==> config.mk <==
export PLATFORM = sky130hd
export DESIGN_NAME = game_ctrl_fsm_flat
export DESIGN_NICKNAME = d
export VERILOG_FILES = /design/src/rtl/game_ctrl_if.sv /design/src/rtl/game_ctrl_fsm.sv /design/src/flat_wrapper.sv
export SDC_FILE = /design/constraint.sdc
export NUM_CORES = 1
export LEC_CHECK = 0
export CAP_MARGIN = 40
export CORE_ASPECT_RATIO = 1.1
export CORE_UTILIZATION = 50
export DETAILED_ROUTE_END_ITERATION = 7
export GPL_TIMING_DRIVEN = 1
export PLACE_DENSITY = 0.73
export REMOVE_ABC_BUFFERS = 1
export SLEW_MARGIN = 10
export SYNTH_ARGS = -nofsm -noshare
export SYNTH_HDL_FRONTEND = slang
export SYNTH_SLANG_ARGS = --single-unit
==> constraint.sdc <==
create_clock -name clka -period 5.6 [get_ports clka]
set_input_delay 1.12 -clock clka [delete_from_list [all_inputs] [get_ports clka]]
set_output_delay 1.12 -clock clka [all_outputs]
set_load 0.02 [all_outputs]
==> src/rtl/game_ctrl_if.sv <==
// game_ctrl_if: handshakes between the game controller and its collision, lock and row-clear engines.
interface game_ctrl_if #(
  parameter int X_W = 4,
  parameter int Y_W = 4
);
  logic           test_req;
  logic [2:0]     test_piece;
  logic [X_W-1:0] test_x;
  logic [Y_W-1:0] test_y;
  logic [1:0]     test_rot;
  logic           test_ack;
  logic           test_ok;
  logic           lock_req;
  logic           lock_ack;
  logic           clear_req;
  logic           clear_ack;
  logic [2:0]     clear_rows;
  modport master (
    output test_req, test_piece, test_x, test_y, test_rot, lock_req, clear_req,
    input  test_ack, test_ok, lock_ack, clear_ack, clear_rows
  );
  modport slave (
    input  test_req, test_piece, test_x, test_y, test_rot, lock_req, clear_req,
    output test_ack, test_ok, lock_ack, clear_ack, clear_rows
  );
endinterface

==> src/rtl/game_ctrl_fsm.sv <==
// game_ctrl_fsm: Tetris controller - spawn, gravity, button moves, lock, row clear, lines/level, game over.
module game_ctrl_fsm #(
  parameter int BOARD_W       = 10,
  parameter int BOARD_H       = 16,
  parameter int X_W           = 4,
  parameter int Y_W           = 4,
  parameter int GRAV_W        = 20,
  parameter int GRAV_BASE     = 800000,
  parameter int LVL_W         = 4,
  parameter int LINES_PER_LVL = 10,
  parameter int LINE_W        = 12
) (
  input  logic              clka,
  input  logic              restart_n,
  input  logic              start_i,
  input  logic              btn_left_i,
  input  logic              btn_right_i,
  input  logic              btn_rotate_i,
  input  logic              btn_down_i,
  input  logic [2:0]        rand_piece_i,
  game_ctrl_if.master       bus,
  output logic [2:0]        cur_piece_o,
  output logic [X_W-1:0]    cur_x_o,
  output logic [Y_W-1:0]    cur_y_o,
  output logic [1:0]        cur_rot_o,
  output logic [LINE_W-1:0] lines_o,
  output logic [LVL_W-1:0]  level_o,
  output logic              game_over_o,
  output logic [3:0]        state_o
);
  typedef enum logic [3:0] {IDLE = 4'd0, SPAWN = 4'd1, PLAY = 4'd2, TEST = 4'd3,
                            LOCK = 4'd4, CLEAR = 4'd5, OVER = 4'd6} state_t;
  localparam logic [2:0] K_SPAWN = 3'd0, K_DOWN = 3'd4;
  localparam int RW = $clog2(LINES_PER_LVL + 5) + 1;

  state_t            state_q;
  logic [2:0]        cur_piece_q, cand_piece_q, kind_q;
  logic [X_W-1:0]    cur_x_q, cand_x_q;
  logic [Y_W-1:0]    cur_y_q, cand_y_q;
  logic [1:0]        cur_rot_q, cand_rot_q, pend_m_q;
  logic              fail_q, test_req_q, lock_req_q, clear_req_q, game_over_q, pend_v_q, grav_pend_q;
  logic [GRAV_W-1:0] grav_q;
  logic [LINE_W-1:0] lines_q;
  logic [LVL_W-1:0]  level_q;
  logic [RW-1:0]     rows_q;

  logic [31:0]       shifted;
  logic [GRAV_W-1:0] period_d, grav_d;
  logic              grav_hit, issue, btn_any, mv_fail, pend_v_d, grav_pend_d;
  logic [1:0]        btn_m, mv_m, mv_rot, pend_m_d;
  logic [X_W-1:0]    mv_x;
  logic [Y_W-1:0]    mv_y;
  logic [LINE_W:0]   lines_sum;
  logic [RW-1:0]     rows_sum;

  // Move codes 0..3 = left, right, rotate, down; gravity is served as a down move.
  always_comb begin
    shifted     = 32'(GRAV_BASE) >> level_q;
    period_d    = (shifted == 32'd0) ? GRAV_W'(1) : GRAV_W'(shifted);
    grav_d      = grav_q + 1'b1;
    grav_hit    = grav_d >= period_d;
    btn_any     = btn_left_i | btn_right_i | btn_rotate_i | btn_down_i;
    btn_m       = btn_left_i ? 2'd0 : btn_right_i ? 2'd1 : btn_rotate_i ? 2'd2 : 2'd3;
    issue       = (state_q == PLAY) && (pend_v_q || grav_pend_q);
    mv_m        = pend_v_q ? pend_m_q : 2'd3;
    mv_x        = (mv_m == 2'd0) ? cur_x_q - 1'b1 : (mv_m == 2'd1) ? cur_x_q + 1'b1 : cur_x_q;
    mv_y        = (mv_m == 2'd3) ? cur_y_q - 1'b1 : cur_y_q;
    mv_rot      = (mv_m == 2'd2) ? cur_rot_q + 1'b1 : cur_rot_q;
    mv_fail     = (mv_m == 2'd0 && cur_x_q == '0) || (mv_m == 2'd1 && cur_x_q == X_W'(BOARD_W - 1)) ||
                  (mv_m == 2'd3 && cur_y_q == '0);
    pend_v_d    = btn_any || (pend_v_q && !issue);
    pend_m_d    = btn_any ? btn_m : pend_m_q;
    grav_pend_d = (state_q == PLAY && grav_hit) || (grav_pend_q && !(issue && !pend_v_q));
    lines_sum   = {1'b0, lines_q} + (LINE_W + 1)'(bus.clear_rows);
    rows_sum    = rows_q + RW'(bus.clear_rows);
  end

  always_ff @(posedge clka or negedge restart_n) begin
    if (!restart_n) begin
      state_q      <= IDLE;
      cur_piece_q  <= '0;
      cur_x_q      <= '0;
      cur_y_q      <= '0;
      cur_rot_q    <= '0;
      cand_piece_q <= '0;
      cand_x_q     <= '0;
      cand_y_q     <= '0;
      cand_rot_q   <= '0;
      kind_q       <= '0;
      fail_q       <= 1'b0;
      test_req_q   <= 1'b0;
      lock_req_q   <= 1'b0;
      clear_req_q  <= 1'b0;
      game_over_q  <= 1'b0;
      pend_v_q     <= 1'b0;
      pend_m_q     <= '0;
      grav_pend_q  <= 1'b0;
      grav_q       <= '0;
      lines_q      <= '0;
      level_q      <= '0;
      rows_q       <= '0;
    end else begin
      pend_v_q    <= pend_v_d;
      pend_m_q    <= pend_m_d;
      grav_pend_q <= grav_pend_d;
      case (state_q)
        IDLE, OVER: if (start_i) begin
          grav_q      <= '0;
          lines_q     <= '0;
          level_q     <= '0;
          rows_q      <= '0;
          game_over_q <= 1'b0;
          state_q     <= SPAWN;
        end
        SPAWN: begin
          cand_piece_q <= rand_piece_i;
          cand_x_q     <= X_W'(BOARD_W / 2 - 2);
          cand_y_q     <= Y_W'(BOARD_H - 1);
          cand_rot_q   <= '0;
          kind_q       <= K_SPAWN;
          fail_q       <= 1'b0;
          test_req_q   <= 1'b1;
          state_q      <= TEST;
        end
        PLAY: begin
          grav_q <= grav_hit ? '0 : grav_d;
          if (issue) begin
            cand_piece_q <= cur_piece_q;
            cand_x_q     <= mv_x;
            cand_y_q     <= mv_y;
            cand_rot_q   <= mv_rot;
            kind_q       <= {1'b0, mv_m} + 3'd1;
            fail_q       <= mv_fail;
            test_req_q   <= !mv_fail;
            state_q      <= TEST;
          end
        end
        TEST: if (fail_q || bus.test_ack) begin
          test_req_q <= 1'b0;
          if (!fail_q && bus.test_ok) begin
            cur_piece_q <= cand_piece_q;
            cur_x_q     <= cand_x_q;
            cur_y_q     <= cand_y_q;
            cur_rot_q   <= cand_rot_q;
            state_q     <= PLAY;
          end else if (kind_q == K_SPAWN) begin
            game_over_q <= 1'b1;
            state_q     <= OVER;
          end else if (kind_q == K_DOWN) begin
            lock_req_q <= 1'b1;
            state_q    <= LOCK;
          end else state_q <= PLAY;
        end
        LOCK: if (bus.lock_ack) begin
          lock_req_q  <= 1'b0;
          clear_req_q <= 1'b1;
          state_q     <= CLEAR;
        end
        CLEAR: if (bus.clear_ack) begin
          clear_req_q <= 1'b0;
          lines_q     <= lines_sum[LINE_W] ? '1 : lines_sum[LINE_W-1:0];
          rows_q      <= (rows_sum >= RW'(LINES_PER_LVL)) ? rows_sum - RW'(LINES_PER_LVL) : rows_sum;
          level_q     <= (rows_sum >= RW'(LINES_PER_LVL) && !(&level_q)) ? level_q + 1'b1 : level_q;
          state_q     <= SPAWN;
        end
        default: state_q <= IDLE;
      endcase
    end
  end

  assign bus.test_req   = test_req_q;
  assign bus.test_piece = cand_piece_q;
  assign bus.test_x     = cand_x_q;
  assign bus.test_y     = cand_y_q;
  assign bus.test_rot   = cand_rot_q;
  assign bus.lock_req   = lock_req_q;
  assign bus.clear_req  = clear_req_q;
  assign cur_piece_o    = cur_piece_q;
  assign cur_x_o        = cur_x_q;
  assign cur_y_o        = cur_y_q;
  assign cur_rot_o      = cur_rot_q;
  assign lines_o        = lines_q;
  assign level_o        = level_q;
  assign game_over_o    = game_over_q;
  assign state_o        = state_q;
endmodule

==> src/flat_wrapper.sv <==
// flat-port wrapper written by rule: the top's interface ports become plain ports
module game_ctrl_fsm_flat 
#(
  parameter int BOARD_W       = 10,
  parameter int BOARD_H       = 16,
  parameter int X_W           = 4,
  parameter int Y_W           = 4,
  parameter int GRAV_W        = 20,
  parameter int GRAV_BASE     = 800000,
  parameter int LVL_W         = 4,
  parameter int LINES_PER_LVL = 10,
  parameter int LINE_W        = 12
)
  (clka, restart_n, start_i, btn_left_i, btn_right_i, btn_rotate_i, btn_down_i, rand_piece_i, cur_piece_o, cur_x_o, cur_y_o, cur_rot_o, lines_o, level_o, game_over_o, state_o, bus_test_req, bus_test_piece, bus_test_x, bus_test_y, bus_test_rot, bus_lock_req, bus_clear_req, bus_test_ack, bus_test_ok, bus_lock_ack, bus_clear_ack, bus_clear_rows);
  game_ctrl_if #(.X_W(X_W), .Y_W(Y_W)) bus_i ();
  input  logic clka;
  input  logic restart_n;
  input  logic start_i;
  input  logic btn_left_i;
  input  logic btn_right_i;
  input  logic btn_rotate_i;
  input  logic btn_down_i;
  input  logic [2:0] rand_piece_i;
  output logic [2:0] cur_piece_o;
  output logic [X_W-1:0] cur_x_o;
  output logic [Y_W-1:0] cur_y_o;
  output logic [1:0] cur_rot_o;
  output logic [LINE_W-1:0] lines_o;
  output logic [LVL_W-1:0] level_o;
  output logic game_over_o;
  output logic [3:0] state_o;
  output wire logic [$bits(bus_i.test_req)-1:0] bus_test_req;
  output wire logic [$bits(bus_i.test_piece)-1:0] bus_test_piece;
  output wire logic [$bits(bus_i.test_x)-1:0] bus_test_x;
  output wire logic [$bits(bus_i.test_y)-1:0] bus_test_y;
  output wire logic [$bits(bus_i.test_rot)-1:0] bus_test_rot;
  output wire logic [$bits(bus_i.lock_req)-1:0] bus_lock_req;
  output wire logic [$bits(bus_i.clear_req)-1:0] bus_clear_req;
  input wire logic [$bits(bus_i.test_ack)-1:0] bus_test_ack;
  input wire logic [$bits(bus_i.test_ok)-1:0] bus_test_ok;
  input wire logic [$bits(bus_i.lock_ack)-1:0] bus_lock_ack;
  input wire logic [$bits(bus_i.clear_ack)-1:0] bus_clear_ack;
  input wire logic [$bits(bus_i.clear_rows)-1:0] bus_clear_rows;
  assign bus_test_req = bus_i.test_req;
  assign bus_test_piece = bus_i.test_piece;
  assign bus_test_x = bus_i.test_x;
  assign bus_test_y = bus_i.test_y;
  assign bus_test_rot = bus_i.test_rot;
  assign bus_lock_req = bus_i.lock_req;
  assign bus_clear_req = bus_i.clear_req;
  assign bus_i.test_ack = bus_test_ack;
  assign bus_i.test_ok = bus_test_ok;
  assign bus_i.lock_ack = bus_lock_ack;
  assign bus_i.clear_ack = bus_clear_ack;
  assign bus_i.clear_rows = bus_clear_rows;
  game_ctrl_fsm #(.BOARD_W(BOARD_W), .BOARD_H(BOARD_H), .X_W(X_W), .Y_W(Y_W), .GRAV_W(GRAV_W), .GRAV_BASE(GRAV_BASE), .LVL_W(LVL_W), .LINES_PER_LVL(LINES_PER_LVL), .LINE_W(LINE_W)) u_core (.clka(clka), .restart_n(restart_n), .start_i(start_i), .btn_left_i(btn_left_i), .btn_right_i(btn_right_i), .btn_rotate_i(btn_rotate_i), .btn_down_i(btn_down_i), .rand_piece_i(rand_piece_i), .bus(bus_i), .cur_piece_o(cur_piece_o), .cur_x_o(cur_x_o), .cur_y_o(cur_y_o), .cur_rot_o(cur_rot_o), .lines_o(lines_o), .level_o(level_o), .game_over_o(game_over_o), .state_o(state_o));
endmodule
; ---- Word-level counts from Yosys, hierarchy flattened
; Cells that the tools add are included.
[totals]
regBits = 83
latchBits = 0
ramBits = 0
rom_bits = 0
in_bits = 17
wordCells = 168
mem_count = 0
[classes]
addsub = 10
mul = 0
div_mod_pow = 0
magnitude_cmp = 2
n_eq_ne = 21
n_shift = 1
muxes = 62
bitwise = 3
n_reduce_logical = 47
[ops]
columns = op, n
row1 = $mux 20, 3
row2 = $mux 4, 15
row3 = $pmux 20 s2, 1
row4 = $mux 12, 3
row5 = $logic_not 32->1, 1
row6 = $shr 20x4->32 const A, 1
row7 = $pmux 12 s2, 1
row8 = $pmux 4 s2, 3
row9 = $pmux 4 s6, 1
row10 = $add 20x1->20 const B, 1
row11 = $ge 20x20->1, 1
row12 = $mux 1, 15
row13 = $mux 5, 3
row14 = $add 12x3->13, 1
row15 = $eq 4x3->1 const B, 3
row16 = $logic_not 4->1, 3
row17 = $pmux 3 s2, 2
row18 = $reduce_and 3->1, 4
row19 = $reduce_bool 2->1, 6
row20 = $logic_and 1x1->1, 10
row21 = $mux 2, 5
row22 = $ne 2x1->1 const B, 5
row23 = $ne 2x2->1 const B, 5
row24 = $pmux 5 s2, 1
row25 = other kinds (28), 52

; ---- Depth between registers and ports, before layout
[depth]
word_depth = 8
mapped_depth = 16
depth_no_buf = 15

; ---- Worst setup path before layout
; OpenSTA, ideal clock, no wires.
[synth_timing]
kind = flip-flop to flip-flop
from = register u_core.level_q[0] (netlist: u_core.level_o[0])
to = register u_core.grav_q[11]
setup_time_ps = 74
arrival_ps = 4001
slack_ps = 1525
stages_incl_launch_ff = 16
n_path_buf = 0
synth_period_minus_slack_ps = 4075
cell_sequence = dfrtp_1 inv_1 ha_1 mux2i_1 nor2_1 a21oi_1 nand2_1 or4b_2 o21ai_0 ha_1 nand2b_1 a2111oi_0 and4bb_2 or4_4 o21ba_1 o21ai_2
[synth_via]
elab_chain_len = 6
[synth_lines]
columns = element, line_no
row1 = start: declaration, game_ctrl_fsm.sv:44  ; logic [LVL_W-1:0] level_q;
row2 = start signal: assignment, game_ctrl_fsm.sv:163  ; level_q <= (rows_sum >= RW'(LINES_PER_LVL) && !(&level_q)) ? level_q + 1'b1 : level_q;
row3 = $shr 20x4->32 *, game_ctrl_fsm.sv:58  ; shifted = 32'(GRAV_BASE) >> level_q;
row4 = $logic_not 32->1, game_ctrl_fsm.sv:59  ; period_d = (shifted == 32'd0) ? GRAV_W'(1) : GRAV_W'(shifted);
row5 = $mux 20 *, game_ctrl_fsm.sv:59
row6 = $ge 20x20->1 *, game_ctrl_fsm.sv:61  ; grav_hit = grav_d >= period_d;
row7 = $mux 20 *, game_ctrl_fsm.sv:126  ; grav_q <= grav_hit ? '0 : grav_d;
row8 = $pmux 20 s2 *, game_ctrl_fsm.sv:106  ; case (state_q)
row9 = end signal: assignment, game_ctrl_fsm.sv:126
row10 = end: declaration, game_ctrl_fsm.sv:42  ; logic [GRAV_W-1:0] grav_q;
; Every way passes the cells marked *; elsewhere a longest branch is shown, timed or not.
; A chain may end at the register's enable or synchronous reset.

; ---- Worst setup path after layout
[layout_timing]
from = register u_core.level_q[2] (netlist: u_core.level_o[2])
to = register u_core.grav_q[11]
; Same word-level chain as after synthesis.

==> flow_metrics.tcl <==
set metrics [dict create \
    grt_pass1_vias 4650 \
    cp_data_required_time_ns 5.87 \
    drt-vias-per-instance 5.87 \
    finalCritPeriodShare_pct 78.6 \
    synth_edf_count 0 \
    insertion_delay_ns 0.33 \
    critPathLaunchType "register" \
    power_density_nw_per_um2 491 \
    post_cts_buffers 0 \
    min_path_type "register to register" \
    root_buffer "clkbuf_16" \
    antenna_cells 0 \
    drt_iter0_markers 217 \
    dr.pass1.iters 5 \
    period_needed_ns 4.40 \
    fillCellCount 910 \
    remaining_drc_errors 0 \
    detailroute.via_count 4698 \
    place_area_um2 6280 \
    antenna_found_initial 0 \
    dp.cells 785 \
    clk_pin_slew_ns 0.06 \
    seqPwrFrac_pct 29.8 \
    layout_common_cells "82 x dfrtp_1, 70 x nand2_1, 64 x clkdlybuf4s50_1, 49 x ha_1, 45 x nor2_1" \
    r2r-end "u_core.grav_q[11]" \
    coreArea_um2 10500 \
    pwr-share-clk_pct 19.3 \
    fin_worst_skew_ns 0.00881 \
    final_util_pct 62.5 \
    numCtsBuffers 9 \
    final_max_slew_viol_count 0 \
    yosys_warnings 0 \
    drv_cap 0 \
    cts_buffer_depth 2 \
    finalNetCount 721 \
    syn_area_per_cell_um2 9.22 \
    synthCells 596 \
    drive_above_1_share_pct 7.31 \
    p_leak_nw 2.93 \
    min_to "u_core.kind_q[0]" \
    synth_top_area_cell "dfrtp_1" \
    whs_path_depth 1 \
    grt-ovfl-total 0 \
    synth-seq-cells 82 \
    stdcell_count 800 \
    post_cts_resized 0 \
    clock.fmax_mhz 227 \
    status "finished, final reports clean" \
    worstPathMaxFanout 20 \
    htreeDepth 3 \
    arrival_ns 4.67 \
    reg2reg_from "u_core.level_o[2]" \
    rows 39 \
    grt_first_pass_wirelength_um 22200 \
    ant_nets 0 \
    tightest_slew_ns 0.848 \
    slew_headroom_pct 43.0 \
    p_int_mw 1.86 \
    synthArstFlopShare_pct 100 \
    totalPowerFinal_mw 3.24 \
    power_switching_mw 1.38 \
    finalHoldViolCount 0 \
    layout_commonest_cell "dfrtp_1" \
    pwr-share-comb_pct 50.9 \
    r2r_slack_ns 1.20 \
    syn_to_final_growth_pct 19.9 \
    die_w_um 102 \
    grt.total_usage_pct 24.4 \
    cts_tree "yes" \
    r2r_cells 13 \
    end_kind "register" \
    critPathKind "register to register" \
    syn-cell-area_um2 5500 \
    wl_per_cell_um 16.3 \
    die_area_um2 11400 \
    ir_drop_uv 316 \
    cts-hold-fix-buffers 0 \
    min-delay-start "u_core.kind_q[0]" \
    start_util_pct 52.1 \
    place_congestion 0.862 \
    grt_max_degree 45 \
    wl_um 13100 \
    ys_types 64 \
    io_buffers 65 \
    pin_count 67 \
    ys_seq_area_share_pct 37.3 \
    dp_hpwl_um 9460 \
    synthTopCellsByArea "dfrtp_1 37%, ha_1 11%, nand2_1 4.8%" \
    fp.dieH_um 112 \
    finalSetupViolations 0 \
    fin_tns_setup_ns 0 \
    switching_share_pct 42.5 \
    synthFlopType "dfrtp_1" \
    final_area_um2 6590 \
    rsz0062_at_grt "no" \
    clock-sinks 82 \
    synth.top_cell.area_share_pct 37.3 \
]
cell usage after synthesis (all sizes together) (7+ instances only):
cell type and number:
a22o 24, xnor2 22, o21ai 43, and3 7, nor2 45, buf 11
mux2 14, nor3 15, nand3 14, a31oi 11, nand4 9, clkbuf 14
ha 49, inv 25, a21o 8, mux2i 11, nand2b 9, a21oi 31
nor2b 11, nand2 70, xor2 8, dfrtp 82
stage by stage:
stage	hold WS (ns)	setup slack, ns
2_1_floorplan	0.450	1.29
3_3_place_gp	0.484	1.41
3_5_place_dp	0.491	1.29
4_1_cts	0.506	1.28
5_1_grt	0.529	1.05
6_report	0.510	1.20
metal layers:
metal / wire, um / GRT usage (%) / vias to the layer above / part of all wire [%]
met5: 0 / 0 / - / 0
met3: 578 / 4.58 / 19 / 4.4
li1: - / - / 2261 / -
met4: 228 / 8.10 / 0 / 1.7
met2: 6320 / 39.1 / 128 / 48
met1: 5940 / 33.0 / 2290 / 45
power by group through the flow:
| stage | combinational (mW) | clock, mW | sequential, mW |
|---|---|---|---|
| 2_1_floorplan | 0.942 | 0 | 1.07 |
| 3_3_place_gp | 1.59 | 0 | 0.963 |
| 3_5_place_dp | 1.64 | 0 | 0.971 |
| 4_1_cts | 1.65 | 0.635 | 0.963 |
| 5_1_grt | 1.82 | 0.663 | 0.996 |
| 6_report | 1.65 | 0.625 | 0.964 |
cell families after synthesis:
logic type               count (synthesis)  synth area share [%]
AND/OR/NAND/NOR                        205                  18.8
AO/OA/AOI/OAI                          152                  18.6
flip-flops                              82                  37.3
adder cells (fa/ha/maj)                 51                  11.9
buffers and inverters                   50                  3.69
XOR/XNOR                                30                  4.78
multiplexers                            25                  4.87
other                                    1                0.0682
cell type report:
cell class              count  area, um2  share of cell area (%)
clock buffers              10        229                    3.48
clock inverters             5       80.1                    1.22
inverters                  25       93.8                    1.42
multi-input cells         464       3240                    49.2
flip-flops and latches     82       2050                    31.1
well taps                 143        179                    2.72
repair buffers             71        713                    10.8
sequential cells by signal, indices dropped and copies added, names as in the netlist:
register / cells
u_core.bus.lock_req: 1
u_core.cur_piece_o: 3
u_core.rows_q: 5
u_core.game_over_o: 1
u_core.cur_rot_o: 2
u_core.bus.test_piece: 3
u_core.cur_y_o: 4
u_core.bus.clear_req: 1
u_core.bus.test_rot: 2
u_core.state_o: 3
u_core.bus.test_req: 1
u_core.level_o: 4
u_core.grav_pend_q: 1
u_core.pend_m_q: 2
u_core.pend_v_q: 1
u_core.fail_q: 1
u_core.bus.test_y: 4
u_core.bus.test_x: 4
u_core.lines_o: 12
u_core.grav_q: 20
u_core.kind_q: 3
u_core.cur_x_o: 4
worst max-delay path, stage by stage (launching register included):
cell and delay, ns:
dfrtp_1 0.75, inv_1 0.31, ha_1 0.30, mux2i_1 0.23, nand4b_1 0.14, or4b_2 0.64, o21ai_0 0.18, ha_1 0.25
nand2b_1 0.13, a2111oi_0 0.34, and4bb_2 0.30, or4_4 0.47, o21ba_1 0.20, o21ai_2 0.10
how the worst max path moves through the flow:
| stage | from | to | slack [ns] |
|---|---|---|---|
| after floorplan | u_core.level_o[0] | u_core.grav_q[13] | 1.29 |
| final | u_core.level_o[2] | u_core.grav_q[11] | 1.20 |
| after CTS | u_core.level_o[2] | u_core.grav_q[11] | 1.28 |
| after detailed placement | u_core.level_o[2] | u_core.grav_q[11] | 1.29 |
| after global placement | u_core.level_o[0] | u_core.grav_q[15] | 1.41 |
| after global routing | u_core.level_o[0] | u_core.grav_q[14] | 1.05 |
Power figures use the tool's default switching activity.
==> edit (config.mk and constraints unchanged) <==
Put one more register stage on the output `level_o`, cleared by the reset. The value now appears one clock later. The other outputs are not delayed to match.
--- a/src/rtl/game_ctrl_fsm.sv
+++ b/src/rtl/game_ctrl_fsm.sv
@@ -180,7 +180,13 @@
   assign cur_y_o        = cur_y_q;
   assign cur_rot_o      = cur_rot_q;
   assign lines_o        = lines_q;
-  assign level_o        = level_q;
+  always_ff @(posedge clka or negedge restart_n) begin
+    if (!restart_n) begin
+      level_o <= '0;
+    end else begin
+      level_o <= level_q;
+    end
+  end
   assign game_over_o    = game_over_q;
   assign state_o        = state_q;
 endmodule
Check against the original RTL: no difference found for any inputs over 10 cycles, from zero or initial values; that may be too few to reach the edited logic, so the function may still have changed.
==> edit against the original RTL <==
Synthesized area grew 1.0%; cell count rose by 2.5%; utilization grew 0.10 points; worst setup slack gained 0.18 ns; wire length increased by 0.63%; sequential cell count up 4; die area increased by 0.98%; total power shrank 6.9%; global-route usage is 0.092 points higher; cell area is 0.63% higher; critical path type unchanged.
==> edit: results (changes against the original RTL) <==
metric,value,unit,change
status,"finished, final reports clean",,
final worst slack,1.38,ns,+0.179 ns
internal power,0.00176,W,-5.2%
Gate power share,0.464,,-0.045
Vias/cell,5.84,,-0.53%
routed wire length,13100,um,+0.63%
GPL Wtd Cong,0.860,,-0.17%
nets,738,,+2.4%
Worst Path Max Fanout,21,,+5.0%
Hold EP,u_core.grav_q[19]$_DFFE_PN0P_,,
RR Startpoint,u_core.grav_q[0]$_DFFE_PN0P_,,
crit-path max cell delay,0.56,ns,-0.19 ns
layout cells sized above 1,0.0798,,+0.00670
first-pass GRT wire length,22300,um,+0.59%
Pleak,2.92,nW,-0.25%
initial drt markers,314,,+45%
postcts setup bufs,0,,unchanged
Hold Path Origin,u_core.grav_q[19]$_DFFE_PN0P_,,
Layout fillers,889,,-2.3%
Worst path slowest cell,or4_1,,
clock power share,0.202,,+0.009
Layout Skew,0.00753,ns,-0.00128 ns
Biggest register,u_core.grav_q,,
CP Launch Type,flip-flop,,
sequential fraction of the synthesis area,0.388,,+0.0143
largest net degree at the start of global routing,63,,+40%
gr usage total,0.245,,+0.000918
htree depth,3,,unchanged
CP arrival,4.49,ns,-0.18 ns
vias in the first global route,4586,,-1.4%
"Distinct cells, synth",67,,+4.7%
clock tree sinks,86,,+4.9%
R2R Path End,u_core.grav_q[4]$_DFFE_PN0P_,,
hpwl dp,9450,um,-0.16%
Synth top cells by count,"86 x dfrtp_1, 72 x nand2_1, 47 x ha_1",,
WHS Path Cells,2,,+1
-- edit: cell count changes in the layout (fill, tap and decap cells not counted), sizes merged, moves of 5 or more --
cell / change
a32o: +7
a22o: -17
nor3: +5
nand3: +14
nand2b: -5
or3: +5
nor2b: -5
or2: +7
inv: +10
xnor2: -6
mux2i: -6
-- edit: cell families (layout without fill, tap and decap cells) --
| logic type | after synthesis | in the layout | synth area share |
|---|---|---|---|
| AOI/OAI and AO/OA | 154 | 154 | 0.182 |
| xor gates and xnor gates | 24 | 24 | 0.0379 |
| other | 1 | 1 | 0.000675 |
| adders and majority gates | 49 | 49 | 0.113 |
| and+or+nand+nor | 222 | 222 | 0.196 |
| buffers and inverters | 64 | 123 | 0.0455 |
| muxes | 18 | 18 | 0.0374 |
| DFF | 86 | 86 | 0.388 |
-- edit: stage by stage --
| step | utilization | instances | total power (W) | hold slack, ns | area [sq um] |
|---|---|---|---|---|---|
| after floorplan | - | 590 | 0.00185 | 0.463 | 5430 |
| after global placement | 0.595 | 802 | 0.00233 | 0.484 | 6300 |
| after detailed placement | 0.598 | 804 | 0.00240 | 0.498 | 6330 |
| after CTS | 0.626 | 820 | 0.00302 | 0.513 | 6630 |
| after global routing | 0.626 | 820 | 0.00323 | 0.549 | 6630 |
| final | 0.626 | 820 | 0.00301 | 0.509 | 6630 |
-- edit: area by class of cell --
type	count	area share
clock buffer	10	0.0360
clock inverter	6	0.00925
multi-input combinational	468	0.476
inverter	36	0.0204
tap	143	0.0270
sequential	86	0.325
timing repair buffer	71	0.107
-- edit: per-layer routing --
metal | up-vias | part of all wire | track usage
li1 | 2321 | - | -
met1 | 2323 | 0.45 | 0.328
met2 | 128 | 0.49 | 0.401
met3 | 18 | 0.045 | 0.0355
met4 | 0 | 0.017 | 0.0857
met5 | - | 0 | 0
